--- src/rtl/ramwb_resp_if.sv ---
// Wishbone response-path bundle between the CPU bus interface unit and the
// delayed SDRAM slave, as seen by the response buffer.
interface ramwb_resp_if #(
    parameter int DATA_W = 32
);
    logic              biu_cyc_i;
    logic              biu_stb_i;
    logic              biu_we_i;
    logic [2:0]        biu_cti_i;
    logic              mem_ack_i;
    logic              mem_err_i;
    logic [DATA_W-1:0] mem_dat_i;
    logic              biu_ack_o;
    logic              biu_err_o;
    logic [DATA_W-1:0] biu_dat_o;

    modport slave (
        input  biu_cyc_i, biu_stb_i, biu_we_i, biu_cti_i,
        input  mem_ack_i, mem_err_i, mem_dat_i,
        output biu_ack_o, biu_err_o, biu_dat_o
    );

    modport master (
        output biu_cyc_i, biu_stb_i, biu_we_i, biu_cti_i,
        output mem_ack_i, mem_err_i, mem_dat_i,
        input  biu_ack_o, biu_err_o, biu_dat_o
    );
endinterface

--- src/rtl/ramwb_resp_buffer.sv ---
// Collects a whole memory response (one word or a cache-line burst) into a FIFO,
// then replays it to the CPU with Wishbone-correct ack/err timing.
module ramwb_resp_buffer #(
    parameter int DEPTH  = 8,
    parameter int DATA_W = 32
) (
    input  logic             clk,
    input  logic             rst,
    input  logic             en,
    input  logic             ci,
    ramwb_resp_if.slave      bus,
    output logic             busy_o,
    output logic             overflow_o
);
    localparam int PTR_W = $clog2(DEPTH);
    localparam int CNT_W = PTR_W + 1;
    localparam logic [CNT_W-1:0] CNT_ONE   = CNT_W'(1);
    localparam logic [CNT_W-1:0] CNT_DEPTH = CNT_W'(DEPTH);
    localparam logic [PTR_W-1:0] PTR_ONE   = PTR_W'(1);

    typedef enum logic [1:0] {
        IDLE    = 2'd0,
        COLLECT = 2'd1,
        REPLAY  = 2'd2
    } state_t;

    state_t            state_q, state_d;
    logic [CNT_W-1:0]  beats_exp_q, beats_exp_d;
    logic [CNT_W-1:0]  beat_cnt_q, beat_cnt_d;
    logic [PTR_W-1:0]  wr_ptr_q, wr_ptr_d;
    logic [PTR_W-1:0]  rd_ptr_q, rd_ptr_d;
    logic [CNT_W-1:0]  count_q, count_d;
    logic              err_pend_q, err_pend_d;
    logic              ack_q, ack_d;
    logic              err_q, err_d;
    logic [DATA_W-1:0] dat_q, dat_d;
    logic              overflow_q, overflow_d;

    logic [DATA_W-1:0] fifo_mem [DEPTH];
    logic              push;
    logic              req;
    logic              burst;
    logic [DATA_W-1:0] head;

    assign req   = bus.biu_cyc_i & bus.biu_stb_i;
    assign burst = (bus.biu_cti_i == 3'b010) || (bus.biu_cti_i == 3'b111);
    assign head  = fifo_mem[rd_ptr_q];

    always_comb begin
        state_d     = state_q;
        beats_exp_d = beats_exp_q;
        beat_cnt_d  = beat_cnt_q;
        wr_ptr_d    = wr_ptr_q;
        rd_ptr_d    = rd_ptr_q;
        count_d     = count_q;
        err_pend_d  = err_pend_q;
        ack_d       = 1'b0;
        err_d       = 1'b0;
        dat_d       = dat_q;
        overflow_d  = overflow_q;
        push        = 1'b0;

        if (!en) begin
            // Bypass mode: buffer parked empty so re-enabling starts clean.
            state_d    = IDLE;
            wr_ptr_d   = '0;
            rd_ptr_d   = '0;
            count_d    = '0;
            beat_cnt_d = '0;
            err_pend_d = 1'b0;
        end else begin
            case (state_q)
                IDLE: begin
                    if (bus.mem_ack_i) begin
                        overflow_d = 1'b1;
                    end
                    if (req) begin
                        state_d     = COLLECT;
                        beats_exp_d = (ci | bus.biu_we_i) ? CNT_ONE : CNT_DEPTH;
                        beat_cnt_d  = '0;
                        wr_ptr_d    = '0;
                        rd_ptr_d    = '0;
                        count_d     = '0;
                        err_pend_d  = 1'b0;
                    end
                end

                COLLECT: begin
                    if (!bus.biu_cyc_i) begin
                        state_d    = IDLE;
                        wr_ptr_d   = '0;
                        rd_ptr_d   = '0;
                        count_d    = '0;
                        err_pend_d = 1'b0;
                    end else if (bus.mem_err_i) begin
                        // An error poisons the whole line; nothing buffered is replayed.
                        state_d    = REPLAY;
                        err_pend_d = 1'b1;
                        wr_ptr_d   = '0;
                        rd_ptr_d   = '0;
                        count_d    = '0;
                    end else if (bus.mem_ack_i) begin
                        if (beat_cnt_q < beats_exp_q) begin
                            push       = 1'b1;
                            wr_ptr_d   = wr_ptr_q + PTR_ONE;
                            count_d    = count_q + CNT_ONE;
                            beat_cnt_d = beat_cnt_q + CNT_ONE;
                            if ((beat_cnt_q + CNT_ONE) == beats_exp_q) begin
                                state_d = REPLAY;
                            end
                        end else begin
                            overflow_d = 1'b1;
                        end
                    end
                end

                REPLAY: begin
                    if (bus.mem_ack_i) begin
                        overflow_d = 1'b1;
                    end
                    if (!bus.biu_cyc_i) begin
                        state_d    = IDLE;
                        wr_ptr_d   = '0;
                        rd_ptr_d   = '0;
                        count_d    = '0;
                        err_pend_d = 1'b0;
                    end else if (err_pend_q) begin
                        if (req) begin
                            err_d      = 1'b1;
                            err_pend_d = 1'b0;
                            state_d    = IDLE;
                        end
                    end else if (count_q == '0) begin
                        state_d = IDLE;
                    end else if (req && (burst || !ack_q)) begin
                        // Classic masters need one dead cycle to drop stb after an ack.
                        ack_d    = 1'b1;
                        dat_d    = head;
                        rd_ptr_d = rd_ptr_q + PTR_ONE;
                        count_d  = count_q - CNT_ONE;
                        if (count_q == CNT_ONE) begin
                            state_d = IDLE;
                        end
                    end
                end

                default: begin
                    state_d = IDLE;
                end
            endcase
        end
    end

    always_ff @(posedge clk) begin
        if (rst) begin
            state_q     <= IDLE;
            beats_exp_q <= '0;
            beat_cnt_q  <= '0;
            wr_ptr_q    <= '0;
            rd_ptr_q    <= '0;
            count_q     <= '0;
            err_pend_q  <= 1'b0;
            ack_q       <= 1'b0;
            err_q       <= 1'b0;
            dat_q       <= '0;
            overflow_q  <= 1'b0;
        end else begin
            state_q     <= state_d;
            beats_exp_q <= beats_exp_d;
            beat_cnt_q  <= beat_cnt_d;
            wr_ptr_q    <= wr_ptr_d;
            rd_ptr_q    <= rd_ptr_d;
            count_q     <= count_d;
            err_pend_q  <= err_pend_d;
            ack_q       <= ack_d;
            err_q       <= err_d;
            dat_q       <= dat_d;
            overflow_q  <= overflow_d;
        end
    end

    // Storage carries no reset; validity is tracked entirely by the pointers.
    always_ff @(posedge clk) begin
        if (push) begin
            fifo_mem[wr_ptr_q] <= bus.mem_dat_i;
        end
    end

    assign bus.biu_ack_o = en ? ack_q : bus.mem_ack_i;
    assign bus.biu_err_o = en ? err_q : bus.mem_err_i;
    assign bus.biu_dat_o = en ? dat_q : bus.mem_dat_i;
    assign busy_o        = (state_q != IDLE);
    assign overflow_o    = overflow_q;
endmodule
--- src/flat_wrapper.sv ---
// flat-port wrapper written by rule: the top's interface ports become plain ports
module ramwb_resp_buffer_flat 
#(
    parameter int DEPTH  = 8,
    parameter int DATA_W = 32
)
  (clk, rst, en, ci, busy_o, overflow_o, bus_biu_cyc_i, bus_biu_stb_i, bus_biu_we_i, bus_biu_cti_i, bus_mem_ack_i, bus_mem_err_i, bus_mem_dat_i, bus_biu_ack_o, bus_biu_err_o, bus_biu_dat_o);
  ramwb_resp_if #(.DATA_W(DATA_W)) bus_i ();
  input  logic clk;
  input  logic rst;
  input  logic en;
  input  logic ci;
  output logic busy_o;
  output logic overflow_o;
  input wire logic [$bits(bus_i.biu_cyc_i)-1:0] bus_biu_cyc_i;
  input wire logic [$bits(bus_i.biu_stb_i)-1:0] bus_biu_stb_i;
  input wire logic [$bits(bus_i.biu_we_i)-1:0] bus_biu_we_i;
  input wire logic [$bits(bus_i.biu_cti_i)-1:0] bus_biu_cti_i;
  input wire logic [$bits(bus_i.mem_ack_i)-1:0] bus_mem_ack_i;
  input wire logic [$bits(bus_i.mem_err_i)-1:0] bus_mem_err_i;
  input wire logic [$bits(bus_i.mem_dat_i)-1:0] bus_mem_dat_i;
  output wire logic [$bits(bus_i.biu_ack_o)-1:0] bus_biu_ack_o;
  output wire logic [$bits(bus_i.biu_err_o)-1:0] bus_biu_err_o;
  output wire logic [$bits(bus_i.biu_dat_o)-1:0] bus_biu_dat_o;
  assign bus_i.biu_cyc_i = bus_biu_cyc_i;
  assign bus_i.biu_stb_i = bus_biu_stb_i;
  assign bus_i.biu_we_i = bus_biu_we_i;
  assign bus_i.biu_cti_i = bus_biu_cti_i;
  assign bus_i.mem_ack_i = bus_mem_ack_i;
  assign bus_i.mem_err_i = bus_mem_err_i;
  assign bus_i.mem_dat_i = bus_mem_dat_i;
  assign bus_biu_ack_o = bus_i.biu_ack_o;
  assign bus_biu_err_o = bus_i.biu_err_o;
  assign bus_biu_dat_o = bus_i.biu_dat_o;
  ramwb_resp_buffer #(.DEPTH(DEPTH), .DATA_W(DATA_W)) u_core (.clk(clk), .rst(rst), .en(en), .ci(ci), .bus(bus_i), .busy_o(busy_o), .overflow_o(overflow_o));
endmodule
--- config.mk ---
export PLATFORM = sky130hd
export DESIGN_NAME = ramwb_resp_buffer_flat
export DESIGN_NICKNAME = d
export VERILOG_FILES = /design/src/rtl/ramwb_resp_if.sv /design/src/rtl/ramwb_resp_buffer.sv /design/src/flat_wrapper.sv
export SDC_FILE = /design/constraint.sdc
export NUM_CORES = 1
export LEC_CHECK = 0
export CORE_MARGIN = 2
export CORE_UTILIZATION = 31
export CTS_CLUSTER_SIZE = 8
export DETAILED_ROUTE_END_ITERATION = 12
export REMOVE_ABC_BUFFERS = 1
export SLEW_MARGIN = 5
export SYNTH_ARGS = -nofsm -noshare
export SYNTH_HDL_FRONTEND = slang
export SYNTH_SLANG_ARGS = --single-unit
--- constraint.sdc ---
create_clock -name clk -period 4.25 [get_ports clk]
set_clock_uncertainty 0.05 [all_clocks]
set_input_delay 0.85 -clock clk [delete_from_list [all_inputs] [get_ports clk]]
set_output_delay 0.85 -clock clk [all_outputs]
set_load 0.005 [all_outputs]
==> out/metrics.cfg <==
[routing]
finalWirelength_um = 27060
routedWlPerCell_um = 19.71
via_per_inst = 4.847
via_count = 6655
drc = 0
final_antenna_net_count = 0
dr.pass1.iters = 5
initialDrtViolationCount = 403

[worst_setup_path]
r2r-end = u_core.fifo_mem[1][24]$_DFFE_PP_
reg2reg_depth = 7
critPathCaptureType = primary output
crit_arrival_ns = 2.50
rr_startpoint = u_core.beat_cnt_q[0]$_SDFFE_PP0P_
crit_path_start_kind = input port
cp_max_fo = 22
critPathKind = input port to primary output
r2r_slack_ns = 1.26
cp_data_required_time_ns = 3.35

[yosys]
netlist_instances = 704
yosysUniqueCellTypes = 58
synth_ff_type = edfxtp_1
synth_edf_count = 256
yosys_warnings = 0
syn_avg_cell_area_um2 = 17.80
netlist_area_um2 = 12530
ys_seq_elements = 310
yosysSeqAreaShare_pct = 69.95
synthArstFlopShare_pct = 0

[timing]
maxSlewHeadroom_pct = 31.13
worst_slew_pin_slew_ns = 1.033
final-setup-viol-count = 0
finalCriticalPeriod_ns = 3.399
slew_violations = 0
rsz0062_at_grt = false
max_clock_freq_ghz = 0.2942
finalCritPeriodShare_pct = 79.97
hold_viol = 0
fin_setup_tns_ns = 0

[placement]
post_dp_cell_area_um2 = 14040
dp_hpwl_um = 16410
finalWeightedCongestion = 0.8293
io_buffers = 79

[worst_hold_path]
min-delay-start = u_core.overflow_o$_SDFFE_PP0P_
holdPathEnd = u_core.overflow_o$_SDFFE_PP0P_
holdPathStages = 2
hp-class = flop to flop

[clock_tree]
clk_latency_ns = 0.55
postCtsHoldBufs = 0
clk_pin_slew_ns = 0.05
root_buffer = clkbuf_16
cts_max_level = 2
cts_sinks = 310
cts_tree = yes
cts.path.max_buffers = 3
cts_setup_buffers = 0
numCtsBuffers = 45
postCtsResizedCells = 0

[pwr]
clkPwrFrac_pct = 48.1
switchingPower_mw = 1.392
p_int_mw = 5.389
p_sw_share_pct = 20.53
pwr-share-comb_pct = 3.3
p_leak_nw = 4.731
pwr_density_cell_nw_per_um2 = 441.7
ir_drop_mv = 0.2895
p_seq_share_pct = 48.6

[finish]
drive_gt1_share_pct = 22.88
multiInputGateArea_um2 = 3571
final_area_um2 = 15350
regArea_um2 = 8777
diodes = 0
nNetsFinal = 868
fillCellCount = 3694
syn_to_final_growth_pct = 22.48

[floorplan]
start_util_pct = 31.48
die_area_um2 = 42060
core_um2 = 39820
io_pins = 80
num_rows = 73
die_w_um = 205.1
die_y_um = 205.1

[global_routing]
grt-ovfl-total = 0
grt_pass1_wl_um = 41690
grt_max_degree = 67
grt_pass1_vias = 6916
antenna_found_initial = 0
grt_usage_pct = 13.11

[job]
cap_violations = 0

[status]
outcome = finished clean

-- per-layer routing --
metal	GRT usage [%]	routed length (µm)	vias to the layer above	share of wire (%)
met2	20.75	12650	159	47
met4	3.597	448	0	1.7
met1	18.57	12730	3417	47
li1	-	-	3046	-
met3	2.323	1224	33	4.5
met5	0	0	-	0
-- critical path, cell delays in order --
cell,delay (ns)
buf_2,0.47
buf_4,0.33
mux2_2,0.38
clkdlybuf4s50_1,0.45
-- worst max-delay path by stage --
stage	start	endpoint
4_1_cts	en	bus_biu_dat_o[20]
2_1_floorplan	bus_mem_err_i	u_core.fifo_mem[0][0]$_DFFE_PP_
5_1_grt	en	bus_biu_dat_o[20]
3_3_place_gp	bus_biu_cyc_i	u_core.fifo_mem[1][28]$_DFFE_PP_
6_report	en	bus_biu_dat_o[20]
3_5_place_dp	bus_biu_cyc_i	u_core.fifo_mem[1][15]$_DFFE_PP_
-- final cells by class --
| cell class | instances | area share [%] |
|---|---|---|
| clock buffers | 79 | 8.166 |
| flip-flops and latches | 310 | 57.17 |
| clock inverters | 4 | 0.3912 |
| inverters | 12 | 0.2934 |
| well taps | 525 | 4.279 |
| multi-input cells | 343 | 23.26 |
| repair buffers | 100 | 6.438 |
-- through the flow --
step	cells	hold WS [ns]	setup WS [ns]	power [mW]	utilization [%]
floorplan	665	0.4104	0.05853	3.429	-
global placement	1290	0.4081	0.6820	3.576	35.25
detailed placement	1290	0.4153	0.6478	3.579	35.25
CTS	1373	0.4304	0.7587	6.863	38.55
global route	1373	0.4812	0.7095	7.015	38.55
finish	1373	0.4263	0.8514	6.780	38.55
-- cells in the mapped netlist (all sizes together) (3+ instances only) --
cell | number | area share [%]
o31ai | 3 | 0.18
xor2 | 3 | 0.21
nand3 | 5 | 0.20
a21oi | 18 | 0.81
nor2b | 3 | 0.15
ha | 12 | 1.2
dfxtp | 54 | 8.6
inv | 12 | 0.36
mux2 | 34 | 3.1
xnor2 | 3 | 0.21
nand2b | 3 | 0.15
nand2 | 16 | 0.50
nand3b | 3 | 0.21
clkbuf | 12 | 0.44
o21ai | 14 | 0.68
edfxtp | 256 | 61
mux4 | 64 | 11
and3 | 5 | 0.25
a211oi | 33 | 2.0
nor2 | 49 | 1.5
nor3 | 8 | 0.36
mux2i | 36 | 2.9
or3 | 3 | 0.15
buf | 26 | 1.1
-- sequential cells by signal, indices dropped and copies added, names as in the netlist --
register	flops
u_core.fifo_mem	256
u_core.dat_q	32
u_core.beat_cnt_q	4
u_core.count_q	4
u_core.rd_ptr_q	3
u_core.wr_ptr_q	3
u_core.beats_exp_q	2
u_core.state_q	2
u_core.ack_q	1
u_core.err_pend_q	1
u_core.err_q	1
u_core.overflow_o	1
-- power groups by stage --
stage | sequential (mW) | combinational, mW | clock (mW)
floorplan | 3.35 | 0.0742 | 0
global placement | 3.35 | 0.223 | 0
detailed placement | 3.35 | 0.226 | 0
CTS | 3.29 | 0.227 | 3.34
global route | 3.29 | 0.246 | 3.48
finish | 3.29 | 0.224 | 3.26
-- layout by cell type (no fill, tap or decap), drive strengths merged, types with 3 or more instances in the layout --
master | Yosys | routed
o31ai | 3 | 3
nor2 | 49 | 49
nand3 | 5 | 5
a211oi | 33 | 33
xnor2 | 3 | 3
clkbuf | 12 | 79
clkinv | 0 | 4
mux4 | 64 | 64
nand3b | 3 | 3
mux2i | 36 | 36
nor2b | 3 | 3
nor3 | 8 | 8
inv | 12 | 12
xor2 | 3 | 3
ha | 12 | 12
nand2b | 3 | 3
nand2 | 16 | 16
a21oi | 18 | 18
or3 | 3 | 3
mux2 | 34 | 34
edfxtp | 256 | 256
dfxtp | 54 | 54
o21ai | 14 | 14
buf | 26 | 23
and3 | 5 | 5
clkdlybuf4s50 | 0 | 77
-- cells by family after synthesis --
logic type / count (synthesis) / share of synthesized area (%)
adders and majority gates: 12 / 1.198
muxes: 134 / 17.43
AOI/OAI and AO/OA: 82 / 4.612
and+or+nand+nor: 109 / 4.382
DFF: 310 / 69.95
xor gates and xnor gates: 6 / 0.4193
buffers and inverters: 51 / 2.006
Power figures use the tool's default switching activity.
